$ cat config.mk
export PLATFORM = sky130hd
export DESIGN_NAME = i2c_xfer_ctrl
export DESIGN_NICKNAME = d
export VERILOG_FILES = /design/src/rtl/i2c_xfer_ctrl.sv
export SDC_FILE = /design/constraint.sdc
export NUM_CORES = 1
export LEC_CHECK = 0
export CAP_MARGIN = 20
export CORE_MARGIN = 4
export CORE_UTILIZATION = 54
export CTS_CLUSTER_SIZE = 8
export DETAILED_ROUTE_END_ITERATION = 6
export PLACE_DENSITY_LB_ADDON = 0.05
export SKIP_CTS_REPAIR_TIMING = 1
export SYNTH_ARGS = -nofsm -noshare
export SYNTH_HDL_FRONTEND = slang
export SYNTH_SLANG_ARGS = --single-unit
$ cat constraint.sdc
create_clock -name clk -period 2.15 [get_ports clk]
set_input_delay 0.3225 -clock clk [delete_from_list [all_inputs] [get_ports clk]]
set_output_delay 0.3225 -clock clk [all_outputs]
set_load 0.02 [all_outputs]
$ cat src/rtl/i2c_xfer_ctrl.sv
// Single-byte I2C write master: START, 7-bit address + W, ACK, data byte, ACK, STOP.
// Optional clock stretching is compiled in with I2C_XFER_STRETCH_EN.
module i2c_xfer_ctrl #(
  parameter int DIVIDER = 250,
  parameter int CBITS   = 10
) (
  input  logic       clk,
  input  logic       rst,
  input  logic       req,
  input  logic [6:0] addr,
  input  logic [7:0] wdata,
  output logic       ready,
  output logic       done,
  output logic       nack,
  output logic       scl_oe,
  output logic       sda_oe,
  input  logic       scl_i,
  input  logic       sda_i
);

  // IDLE wait req | START sda falls | ADDR 7b+W | AACK | DATA 8b | DACK | STOP sda rises
  typedef enum logic [2:0] {IDLE, START, ADDR, AACK, DATA, DACK, STOP} state_t;

  state_t           state_q, state_d;
  logic [CBITS-1:0] qcnt_q, qcnt_d;
  logic [1:0]       quar_q, quar_d;
  logic [2:0]       bcnt_q, bcnt_d;
  logic [6:0]       addr_q;
  logic [7:0]       wdata_q;
  logic             nack_q, nack_d;
  logic             ready_q, done_q, scl_oe_q, sda_oe_q;
  logic             hold, q_wrap, q_step, bit_end, q1_entry, accept, cur_bit;
  logic [7:0]       addr_byte;

`ifdef I2C_XFER_STRETCH_EN
  // A slave holding SCL low while we have released it freezes the bit timer.
  assign hold = quar_q[1] && !scl_oe_q && !scl_i;
`else
  logic unused_scl_i;
  assign unused_scl_i = scl_i;
  assign hold         = 1'b0;
`endif

  assign q_wrap    = (qcnt_q == CBITS'(DIVIDER - 1));
  assign q_step    = (state_q != IDLE) && !hold && q_wrap;
  assign bit_end   = q_step && (quar_q == 2'd3);
  assign q1_entry  = q_step && (quar_q == 2'd0);
  assign accept    = (state_q == IDLE) && req && ready_q;
  assign addr_byte = {addr_q, 1'b0};
  assign cur_bit   = (state_q == ADDR) ? addr_byte[~bcnt_q] : wdata_q[~bcnt_q];

  always_comb begin
    state_d = state_q;
    qcnt_d  = qcnt_q;
    quar_d  = quar_q;
    bcnt_d  = bcnt_q;
    nack_d  = nack_q;
    if (state_q == IDLE) begin
      qcnt_d = '0;
      quar_d = '0;
      bcnt_d = '0;
      if (accept) begin
        state_d = START;
        nack_d  = 1'b0;
      end
    end else if (!hold) begin
      if (q_wrap) begin
        qcnt_d = '0;
        quar_d = quar_q + 2'd1;
      end else begin
        qcnt_d = qcnt_q + CBITS'(1);
      end
      if (q_step && (quar_q == 2'd2) && ((state_q == AACK) || (state_q == DACK)) && sda_i)
        nack_d = 1'b1;
      if (bit_end) begin
        case (state_q)
          START: state_d = ADDR;
          ADDR: begin
            bcnt_d = bcnt_q + 3'd1;
            if (bcnt_q == 3'd7) state_d = AACK;
          end
          AACK: state_d = nack_q ? STOP : DATA;
          DATA: begin
            bcnt_d = bcnt_q + 3'd1;
            if (bcnt_q == 3'd7) state_d = DACK;
          end
          DACK:    state_d = STOP;
          default: state_d = IDLE;
        endcase
      end
    end
  end

  always_ff @(posedge clk) begin
    if (rst) begin
      state_q  <= IDLE;
      qcnt_q   <= '0;
      quar_q   <= '0;
      bcnt_q   <= '0;
      addr_q   <= '0;
      wdata_q  <= '0;
      nack_q   <= 1'b0;
      ready_q  <= 1'b1;
      done_q   <= 1'b0;
      scl_oe_q <= 1'b0;
      sda_oe_q <= 1'b0;
    end else begin
      state_q <= state_d;
      qcnt_q  <= qcnt_d;
      quar_q  <= quar_d;
      bcnt_q  <= bcnt_d;
      nack_q  <= nack_d;
      if (accept) begin
        addr_q  <= addr;
        wdata_q <= wdata;
      end
      ready_q <= (state_d == IDLE);
      done_q  <= bit_end && (state_q == STOP);
      case (state_d)
        ADDR, AACK, DATA, DACK: scl_oe_q <= !quar_d[1];
        STOP:                   scl_oe_q <= (quar_d == 2'd0);
        default:                scl_oe_q <= 1'b0;
      endcase
      // Data SDA only moves at Q1 entry, while SCL is held low.
      case (state_d)
        START:      sda_oe_q <= quar_d[1];
        ADDR, DATA: if (q1_entry) sda_oe_q <= !cur_bit;
        AACK, DACK: if (q1_entry) sda_oe_q <= 1'b0;
        STOP:       sda_oe_q <= !quar_d[1];
        default:    sda_oe_q <= 1'b0;
      endcase
    end
  end

  assign ready  = ready_q;
  assign done   = done_q;
  assign nack   = nack_q;
  assign scl_oe = scl_oe_q;
  assign sda_oe = sda_oe_q;

endmodule

Word-level counts from Yosys, hierarchy flattened
Cells that the tools add are included.

Add/subtract/negate cells: 3. Order comparisons: 1. Equal/unequal tests: 19. Multiplexer cells: 21. Bitwise gates (word level): 1. Reduce and logical (&&, ||, !) cells: 27.

Operators by type and width (count): $eq A3 B3 Y1 const B (7); $mux W3 (5); $pmux W3 S5 (1); $eq A3 B2 Y1 const B (4); $add A10 B1 Y10 const B (1); $eq A10 B8 Y1 const B (1); $logic_and A1 B1 Y1 (9); $mux W1 (8); $reduce_or A2 Y1 (4); $bmux W1 S3 (2); $eq A3 B1 Y1 const B (2); $logic_not A3 Y1 (2); $mux W2 (3); $ne A2 B2 Y1 const B (3); $reduce_and A2 Y1 (3); $eq A2 B2 Y1 const B (2); $logic_not A2 Y1 (2); $lt A3 B4 Y1 const B (1); $pmux W1 S4 (1); $reduce_or A4 Y1 (1); $add A3 B1 Y3 const B (1); $not A3 Y3 (1); $reduce_bool A3 Y1 (1); $reduce_or A3 Y1 (1); 5 further kinds (6).

Flip-flop bits (word level): 38. Input port bits: 20. Output and inout bits: 5. Word-level logic and storage cells: 83.

Logic depth before layout (Yosys ltp)
Gate-level depths: netlist (run 1).

Depth after elaboration: 9. Mapped depth: 9. Gate-level depth less buffers: 8.

Worst setup path after synthesis (run 1)
No wires, ideal clock.

Path type: flip-flop to flip-flop. Start point: register state_q[1]. End point: register sda_oe_q, in the netlist sda_oe. Library setup time: 0.070 ns. Arrival: 1.842 ns. Required time: 2.080 ns. Setup slack: 0.238 ns. Stages on the path, launching flop included: 10. Path buffers: 1. Period minus slack after synthesis: 1.912 ns. Cell sequence: dfxtp_1 -> buf_6 -> inv_1 -> ha_1 -> nor4bb_1 -> a311o_1 -> mux2_4 -> a21oi_4 -> o2bb2a_4 -> a21oi_1.

Cells in the longest elaborated chain, start to end: 9. Elaborated cells on any way between the ends: 35. Those cells by class: 13 x eq/ne; 10 x mux; 12 x reduce/logical.

RTL lines: from (decl) (line 24) `state_t state_q, state_d;`; from (signal assigned) (line 108) `state_q <= state_d;`; parallel branches: the longest is 9 deep, another holds $pmux W3 S5; to (signal assigned) (line 126) `START: sda_oe_q <= quar_d[1];`; to (signal assigned) (line 127) `ADDR, DATA: if (q1_entry) sda_oe_q <= !cur_bit;`; to (signal assigned) (line 129) `STOP: sda_oe_q <= !quar_d[1];`; to (decl) (line 31) `logic ready_q, done_q, scl_oe_q, sda_oe_q;`.

Several ways; the timed one is not identified. The select of a mux whose other input is x is not followed. A chain may end at the register's enable or synchronous reset.

Final worst setup path (run 1)
Start point: register quar_q[1]. End point: register scl_oe_q, in the netlist scl_oe.

Cells in the longest elaborated chain, start to end: 7. Elaborated cells on any way between the ends: 16. Those cells by class: 1 x add/sub; 6 x eq/ne; 5 x mux; 4 x reduce/logical.

RTL lines: from (decl) (line 26) `logic [1:0] quar_q, quar_d;`; from (signal assigned) (line 110) `quar_q <= quar_d;`; $eq A2 B2 Y1 (line 46) `assign bit_end = q_step && (quar_q == 2'd3);`; $logic_and A1 B1 Y1 (line 46); $mux W3 (line 75) `if (bit_end) begin`; $mux W3 (line 58) `if (state_q == IDLE) begin`; $eq A3 B2 Y1 / $eq A3 B3 Y1 (equally long branches) (line 119) `case (state_d)`; $reduce_or A4 Y1 (line 119); $pmux W1 S2 * (line 119); to (signal assigned) (line 120) `ADDR, AACK, DATA, DACK: scl_oe_q <= !quar_d[1];`; to (signal assigned) (line 121) `STOP: scl_oe_q <= (quar_d == 2'd0);`; to (decl) (line 31).

Every way passes the cells marked *; elsewhere a longest branch is shown, timed or not.

==> qor.yml, run 1 <==
rows: 21
die_area_um2: 4510
drtPass1Iterations: 4
synth_flop_cell: "dfxtp_1"
ys_warn_count: 0
min_from: "wdata_q[1]"
worst_setup_path_end_kind: "flip-flop"
holdPathEnd: "wdata_q[1]"
avgRoutedWirePerCell_um: 14.2
gp_congestion: 0.832
synth-edff-count: 0
drcViolationCount: 0
start_util: 0.562
fin_hold_ws_ns: 0.463
antenna_found_initial: 0
outcome: "complete, no violations"
die_h_um: 67.2
maxCapViolCount: 0
fin_worst_skew_ns: 0.0134
cts.htree.levels: 2
area_delta_synth_final_pct: 19.6
synthArstFlopShare: 0
gr-total-overflow: 0
finalSetupViolations: 0
min_path_type: "reg2reg"
layout.nets: 268
period_minus_slack_ns: 2.00
fp.coreArea_um2: 3360
cts-root-buf: "clkbuf_4"
whs_path_depth: 2
netlist_area_um2: 1890
crit_fanout: 6
tightest_slew_ns: 0.527
clkTransAtPathRegs_ns: 0.12
clkLatencyLatePin_ns: 0.35
dpl.hpwl_mm: 2.99
synth_nets: 240
grt_pass1_wl_mm: 7.00
syn_inst: 212
worstPathArrival_ns: 2.26
regToRegSetupSlack_ns: 0.15
powerDensity_nw_per_um2: 599
pre_cts_slack_ns: 0.0658
cts.sinks: 38
io_buffer_count: 23
postRouteAntennaNets: 0
via_per_inst: 5.53
grt.total_usage: 0.209
cp-start-kind: "flip-flop"
crit_required_ns: 2.41
cts_buffers: 5
p_leak_nw: 0.815
timing.final.ws_setup_ns: 0.150
diodes: 0
vias: 1586
hold_viol: 0
r2r_end: "scl_oe"
num_io_pins: 25
max_freq_mhz: 500
postRouteWirelength_mm: 4.06
r2r_start: "quar_q[1]"
drive_above_1_share: 0.137
finalCritPeriodShare: 0.930
tritoncts: "yes"
peakVddDrop_v: 0.000402
drv_slew: 0
seq_area_frac_synth: 0.402
grt_pass1_vias: 1546
yosysUniqueCellTypes: 48
cts_max_path_buffers: 2
drtIter0Drc: 123
criticalPathCategory: "reg2reg"
maxSlewHeadroom: 0.649
synth.avg_cell_area_um2: 8.92
ff2ff_path_depth: 7
ys_seq_elements: 38
die_x_um: 67.2
grt_max_degree: 24
setup_tns_ns: 0
[through the flow]
stage / power [mW] / cells / util / area, µm²
floorplan: 0.828 / 212 / - / 1890
global placement: 0.879 / 278 / 0.648 / 2180
detailed placement: 0.886 / 278 / 0.648 / 2180
CTS: 1.37 / 286 / 0.670 / 2250
global route: 1.41 / 287 / 0.673 / 2260
finish: 1.35 / 287 / 0.673 / 2260
[metal layers]
metal  share of wire  vias to the layer above  global-route usage  routed length [µm]
met5               0                        -                   0                   0
met4           0.028                        0               0.111                 113
met3           0.034                       13              0.0499                 139
met2            0.49                       30               0.342                1980
met1            0.45                      749               0.253                1830
li1                -                      794                   -                   -
[layout by cell type (no fill, tap or decap), types with 3 or more instances in the layout]
| master | n |
|---|---|
| buf_4 | 10 |
| a21oi_1 | 16 |
| inv_1 | 7 |
| mux4_2 | 3 |
| mux2i_1 | 4 |
| nand4_1 | 4 |
| clkdlybuf4s50_1 | 23 |
| xnor2_1 | 5 |
| nor2_1 | 23 |
| nor2b_1 | 3 |
| dfxtp_1 | 37 |
| nand2_1 | 39 |
| xor2_1 | 6 |
| clkbuf_4 | 5 |
| ha_1 | 8 |
| nand3_1 | 7 |
[how the worst max path moves through the flow]
stage	cells after the start	slack, ns	start	to
floorplan	9	0.24	state_q[1]	sda_oe
detailed placement	6	0.07	qcnt_q[2]	sda_oe
finish	7	0.15	quar_q[1]	scl_oe
global route	8	-0.002	state_q[1]	sda_oe
CTS	6	0.03	qcnt_q[2]	sda_oe
global placement	8	0.19	state_q[1]	sda_oe
[Yosys cell counts, types with 2 or more instances]
library cell | instances | area [µm²]
a31o_2 | 2 | 17.5
clkbuf_1 | 8 | 30.0
xor2_1 | 6 | 52.6
nor4_1 | 2 | 12.5
nor2_1 | 23 | 86.3
xnor2_1 | 5 | 43.8
nand2_1 | 39 | 146
inv_1 | 7 | 26.3
and4_1 | 2 | 17.5
a21oi_1 | 16 | 80.1
mux2i_1 | 4 | 40.0
nor2b_1 | 3 | 18.8
buf_6 | 3 | 33.8
mux4_2 | 3 | 67.6
nand3_1 | 7 | 35.0
o21ai_0 | 2 | 10.0
nand4_1 | 4 | 25.0
nor3_1 | 2 | 10.0
dfxtp_1 | 38 | 761
ha_1 | 8 | 100
[report_power, final]
part	internal, mW	total, mW	switching, mW
clock	0.247	0.485	0.239
sequential	0.726	0.739	0.0130
combinational	0.0660	0.131	0.0651
total	1.04	1.35	0.317
[critical path: stages (launching register included)]
cell and delay [ns]:
dfxtp_1 0.40, ha_1 0.25, and3b_1 0.20, and4_4 0.28
mux2i_4 0.32, o21ai_0 0.12, nor2b_1 0.14, nor4_1 0.19
[cell type report]
| type | count | area [µm²] |
|---|---|---|
| Multi-Input combinational cell | 155 | 1040 |
| Timing Repair Buffer | 33 | 305 |
| Sequential cell | 38 | 762 |
| Tap cell | 46 | 57.6 |
| Fill cell | 304 | 1100 |
| Inverter | 7 | 26.3 |
| Clock buffer | 7 | 45.0 |
| Clock inverter | 1 | 30.0 |
[sequential cells by signal, summed over array words and instances, names as in the netlist]
register  count
nack          1
ready         1
addr_q        7
qcnt_q       10
scl_oe        1
done          1
bcnt_q        3
sda_oe        1
wdata_q       8
state_q       3
quar_q        2
[kinds of logic (layout without fill, tap and decap cells)]
group,count (synthesis),count (layout),synth area share
adder cells (fa/ha/maj),8,8,0.0529
flip-flops,38,38,0.402
multiplexers,10,10,0.0827
XOR/XNOR,11,11,0.0509
buffers and inverters,19,48,0.0503
AND/OR/NAND/NOR,94,94,0.242
AO/OA/AOI/OAI,32,32,0.119
(Power assumes the default switching activity.)
==> run 2: changes to the inputs <==
- CORE_UTILIZATION: 54 -> 40
==> run 2 against run 1 <==
  * Combinational power about the same
  * Power decreased by 0.50%
  * Hold slack got worse by 0.010 ns
  * Register-to-register slack improved by 0.02 ns
  * Die area increased by 31%
  * Critical endpoint is now sda_oe
  * Via count decreased by 1.7%
  * Fmax increased by 1.0%
==> qor.yml, run 2 (same netlist as run 1, synthesis figures left out) <==
outcome: "complete, no violations"
crit_required_ns: 2.37  # -0.04 ns
postRouteWirelength_mm: 4.10  # +0.91%
postRouteAntennaNets: 0  # unchanged
diodes: 0  # unchanged
maxSlewHeadroom: 0.629  # -0.0193
crit_family: "simple AND/OR/NAND/NOR gates"
grt_setup_unrepaired: "no"
fin_area_um2: 2300  # +1.5%
fp.coreArea_um2: 4470  # +33%
grt.total_usage: 0.152  # -0.0574
largest_reg_flops: 10  # unchanged
layout.nets: 268  # unchanged
die_h_um: 76.8  # +14%
multiInputGateArea_um2: 1060  # +1.8%
crit_fanout: 5  # -1
num-fill-cells: 423  # +39%
period_minus_slack_ns: 1.98  # -0.0204 ns
clkLatencyLatePin_ns: 0.28  # -0.07 ns
top_register: "qcnt_q"
area_delta_synth_final_pct: 21.4
tritoncts: "yes"
start_util: 0.423  # -0.140
antenna_found_initial: 0  # unchanged
cts_buffers: 5  # unchanged
drtPass1Iterations: 4  # unchanged
gp_congestion: 0.880  # +5.8%
crit_chain: "ha_1 > and3b_1 > and4_4 > mux2_4 > a21oi_4 > o2bb2a_4 > a21oi_1"
grt_pass1_vias: 1565  # +1.2%
finalSetupViolations: 0  # unchanged
pre_cts_slack_ns: 0.0841  # +0.0184 ns
avgRoutedWirePerCell_um: 14.1  # -0.48%
tightest_slew_ns: 0.556  # +0.0290 ns
cts.sinks: 38  # unchanged
seq_area_um2: 762  # unchanged
rows: 24  # +14%
placed_cell_area_um2: 2190  # +0.34%
die_area_um2: 5890  # +31%
timing.final.ws_setup_ns: 0.170  # +0.0204 ns
num_io_pins: 25  # unchanged
grt_max_degree: 24  # unchanged
clkTransAtPathRegs_ns: 0.07  # -0.05 ns
die_x_um: 76.8  # +14%
setup_tns_ns: 0  # unchanged
cp-start-kind: "flip-flop"
criticalPathCategory: "reg2reg"
fin_hold_ws_ns: 0.453  # -0.0104 ns
min_path_type: "reg2reg"
vias: 1559  # -1.7%
final_util: 0.513  # -0.160
cp_num_buf_inv: 0  # unchanged
drtIter0Drc: 55  # -55%
fin_worst_skew_ns: 0.00758  # -0.00580 ns
p_leak_nw: 0.819  # +0.56%
drive_above_1_share: 0.146  # +0.00951
io_buffer_count: 23  # unchanged
powerDensity_nw_per_um2: 587  # -2.0%
layout_common_cells: "nand2_1 (39), dfxtp_1 (37), nor2_1 (23), clkdlybuf4s50_1 (23), a21oi_1 (16)"
drv_slew: 0  # unchanged
cts_max_path_buffers: 2  # unchanged
cpPeakStageDelay_ns: 0.39  # about the same
peakVddDrop_v: 0.000309  # -23%
cts-root-buf: "clkbuf_8"
maxCapViolCount: 0  # unchanged
largestRegisters: "qcnt_q x10, wdata_q x8, addr_q x7"
gr-total-overflow: 0  # unchanged
layout_commonest_cell: "nand2_1"
via_per_inst: 5.36  # -3.1%
dpl.hpwl_mm: 3.05  # +1.9%
cp_slowest_cell: "dfxtp_1"
grt_pass1_wl_mm: 7.21  # +3.1%
worstPathArrival_ns: 2.20  # -0.06 ns
worst_setup_path_end_kind: "flip-flop"
max_freq_mhz: 505  # +1.0%
cts.htree.levels: 2  # unchanged
hold_viol: 0  # unchanged
finalCritPeriodShare: 0.921  # -0.00947
drcViolationCount: 0  # unchanged
## run 2: cell types whose count changed in the layout (fill, tap and decap cells not counted)
cell | previous run | this run
clkbuf_8 | 0 | 6
clkbuf_4 | 5 | 0
clkbuf_1 | 2 | 0
bufinv_16 | 1 | 0
ha_1 | 8 | 7
ha_4 | 0 | 1
nor4b_1 | 1 | 0
nor4b_2 | 0 | 1
## run 2: through the flow
stage,power [mW],instances
2_1_floorplan,0.828,212
3_3_place_gp,0.883,284
3_5_place_dp,0.886,284
4_1_cts,1.37,290
5_1_grt,1.41,291
6_report,1.35,291
## run 2: power by group
| group | switching [mW] | internal, mW | leakage [nW] | total [mW] |
|---|---|---|---|---|
| sequential | 0.0134 | 0.726 | 0.309 | 0.739 |
| combinational | 0.0647 | 0.0658 | 0.467 | 0.131 |
| clock | 0.231 | 0.247 | 0.0431 | 0.479 |
## run 2: final timing paths
| path | start | endpoint | slack, ns | depth (start not counted) |
|---|---|---|---|---|
| max reg2reg | quar_q[1] | sda_oe | 0.17 | 7 |
| min reg2reg | wdata_q[4] | wdata_q[4] | 0.45 | 2 |
| max | quar_q[1] | sda_oe | 0.17 | 7 |
| min | wdata_q[4] | wdata_q[4] | 0.45 | 2 |
## run 2: routing by layer
metal	wire, µm	vias to the layer above	GRT usage	share of wire
met5	0	-	0	0
met4	63	0	0.0616	0.015
met3	230	7	0.0410	0.056
met2	1920	40	0.253	0.47
met1	1880	733	0.184	0.46
li1	-	779	-	-
## run 2: final cells by class
cell class                 count  share of cell area
multi-input combinational    155               0.460
clock buffer                   6              0.0359
inverter                       7              0.0114
sequential                    38               0.332
timing repair buffer          33               0.133
tap                           52              0.0283
## run 2: worst register-to-register path, cell delays in order, from the launching register on
cell,delay [ns]
dfxtp_1,0.39
ha_1,0.25
and3b_1,0.20
and4_4,0.27
mux2_4,0.35
a21oi_4,0.15
o2bb2a_4,0.17
a21oi_1,0.12
==> run 3: changes to the inputs <==
- REMOVE_ABC_BUFFERS: default -> 1
==> run 3 against run 2 <==
  * Power grew 1.4%
  * Global-route usage shrank 1.0 points
  * Critical path depth shrank 1
  * Clock-buffer cell count grew 1
  * Die area is the same
  * Setup slack gained 0.00050 ns
  * Combinational power is essentially flat
  * Register-to-register slack is essentially flat
  * Via count shrank 1.2%
  * Critical endpoint unchanged
  * Largest cell class unchanged
==> qor.yml, run 3 (same netlist as run 1, synthesis figures left out) <==
outcome: "complete, no violations"
fin_cells: 293  # +0.69%
tritoncts: "yes"
gr-total-overflow: 0  # unchanged
fin_worst_skew_ns: 0.00410  # -0.00348 ns
hold_viol: 0  # unchanged
drcViolationCount: 0  # unchanged
fp.coreArea_um2: 4470  # unchanged
die_x_um: 76.8  # unchanged
cts.htree.levels: 2  # unchanged
cts.sinks: 38  # unchanged
grt_pass1_wl_mm: 6.81  # -5.5%
die_area_um2: 5890  # unchanged
fin_hold_ws_ns: 0.454  # +0.00150 ns
final_util: 0.513  # -0.000559
maxCapViolCount: 0  # unchanged
cp-start-kind: "flip-flop"
dp_cells: 285  # +0.35%
setup_tns_ns: 0  # unchanged
dpl.hpwl_mm: 3.02  # -1.1%
cts-root-buf: "clkbuf_8"
fin_area_um2: 2290  # -0.11%
min_path_type: "reg2reg"
area_delta_synth_final_pct: 21.3
tightest_slew_ns: 0.546  # -0.00982 ns
diodes: 0  # unchanged
num-fill-cells: 431  # +1.9%
drive_above_1_share: 0.145  # -0.00122
grt_pass1_vias: 1494  # -4.5%
cts_max_path_buffers: 2  # unchanged
criticalPathCategory: "reg2reg"
layout_commonest_cell: "nand2_1"
layout_common_cells: "nand2_1 (39), dfxtp_1 (37), nor2_1 (23), clkdlybuf4s50_1 (23), a21oi_1 (16)"
crit_required_ns: 2.37  # about the same
crit_fanout: 7  # +2
io_buffer_count: 23  # unchanged
drtIter0Drc: 44  # -20%
grt_setup_unrepaired: "no"
grt.total_usage: 0.141  # -0.0102
die_h_um: 76.8  # unchanged
period_minus_slack_ns: 1.98  # -0.000502 ns
drtPass1Iterations: 4  # unchanged
pre_cts_slack_ns: 0.113  # +0.0292 ns
avgRoutedWirePerCell_um: 13.5  # -4.4%
largest_reg_flops: 10  # unchanged
vias: 1541  # -1.2%
num_io_pins: 25  # unchanged
placed_cell_area_um2: 2190  # +0.34%
total_power_mw: 1.37  # +1.4%
finalSetupViolations: 0  # unchanged
antenna_found_initial: 0  # unchanged
peakVddDrop_v: 0.000419  # +35%
clkLatencyLatePin_ns: 0.28  # about the same
gp_congestion: 0.807  # -8.3%
timing.final.ws_setup_ns: 0.171  # +0.000502 ns
grt_max_degree: 24  # unchanged
worst_setup_path_end_kind: "flip-flop"
finalCritPeriodShare: 0.921  # about the same
via_per_inst: 5.26  # -1.8%
cts_buffers: 5  # unchanged
powerDensity_nw_per_um2: 595  # +1.5%
largestRegisters: "qcnt_q x10, wdata_q x8, addr_q x7"
drv_slew: 0  # unchanged
worstPathArrival_ns: 2.20  # about the same
postRouteAntennaNets: 0  # unchanged
p_leak_nw: 0.822  # +0.36%
maxSlewHeadroom: 0.636  # +0.00655
start_util: 0.423  # unchanged
rows: 24  # unchanged
postRouteWirelength_mm: 3.95  # -3.7%
top_register: "qcnt_q"
max_freq_mhz: 505  # about the same
clkTransAtPathRegs_ns: 0.07  # about the same
layout.nets: 268  # unchanged
run 3: changes by cell type in the layout (fill, tap and decap cells not counted), sizes merged:
cell | previous run | this run
clkinv | 0 | 1
clkbuf | 6 | 7
run 3: report_power, final:
part	internal, mW	switching, mW
logic	0.0660	0.0649
registers	0.725	0.0125
clock network	0.259	0.239
total	1.05	0.316
run 3: path summary, 6_finish.rpt:
kind	from	slack [ns]	cells past startpoint	to
worst max-delay path	qcnt_q[2]	0.17	6	sda_oe
worst min-delay path	wdata_q[4]	0.45	2	wdata_q[4]
worst max register to register	qcnt_q[2]	0.17	6	sda_oe
worst min register to register	wdata_q[4]	0.45	2	wdata_q[4]
run 3: cell type report:
cell class | instances | area, µm² | share of cell area
clock inverter | 1 | 5.00 | 0.00218
timing repair buffer | 33 | 305 | 0.133
clock buffer | 7 | 86.3 | 0.0376
multi-input combinational | 155 | 1040 | 0.455
inverter | 7 | 26.3 | 0.0115
sequential | 38 | 762 | 0.332
tap | 52 | 65.1 | 0.0284
run 3: per-layer routing:
| layer | up-vias | track usage | routed length (µm) |
|---|---|---|---|
| li1 | 785 | - | - |
| met1 | 721 | 0.177 | 1880 |
| met2 | 33 | 0.234 | 1870 |
| met3 | 2 | 0.0363 | 175 |
| met4 | 0 | 0.0507 | 24 |
| met5 | - | 0 | 0 |
run 3: worst max-delay path: stages, from the launching register on:
cell	delay [ns]
dfxtp_1	0.36
nor3b_1	0.30
and4b_1	0.41
nand4_1	0.31
a21oi_4	0.26
o2bb2a_4	0.17
a21oi_1	0.10
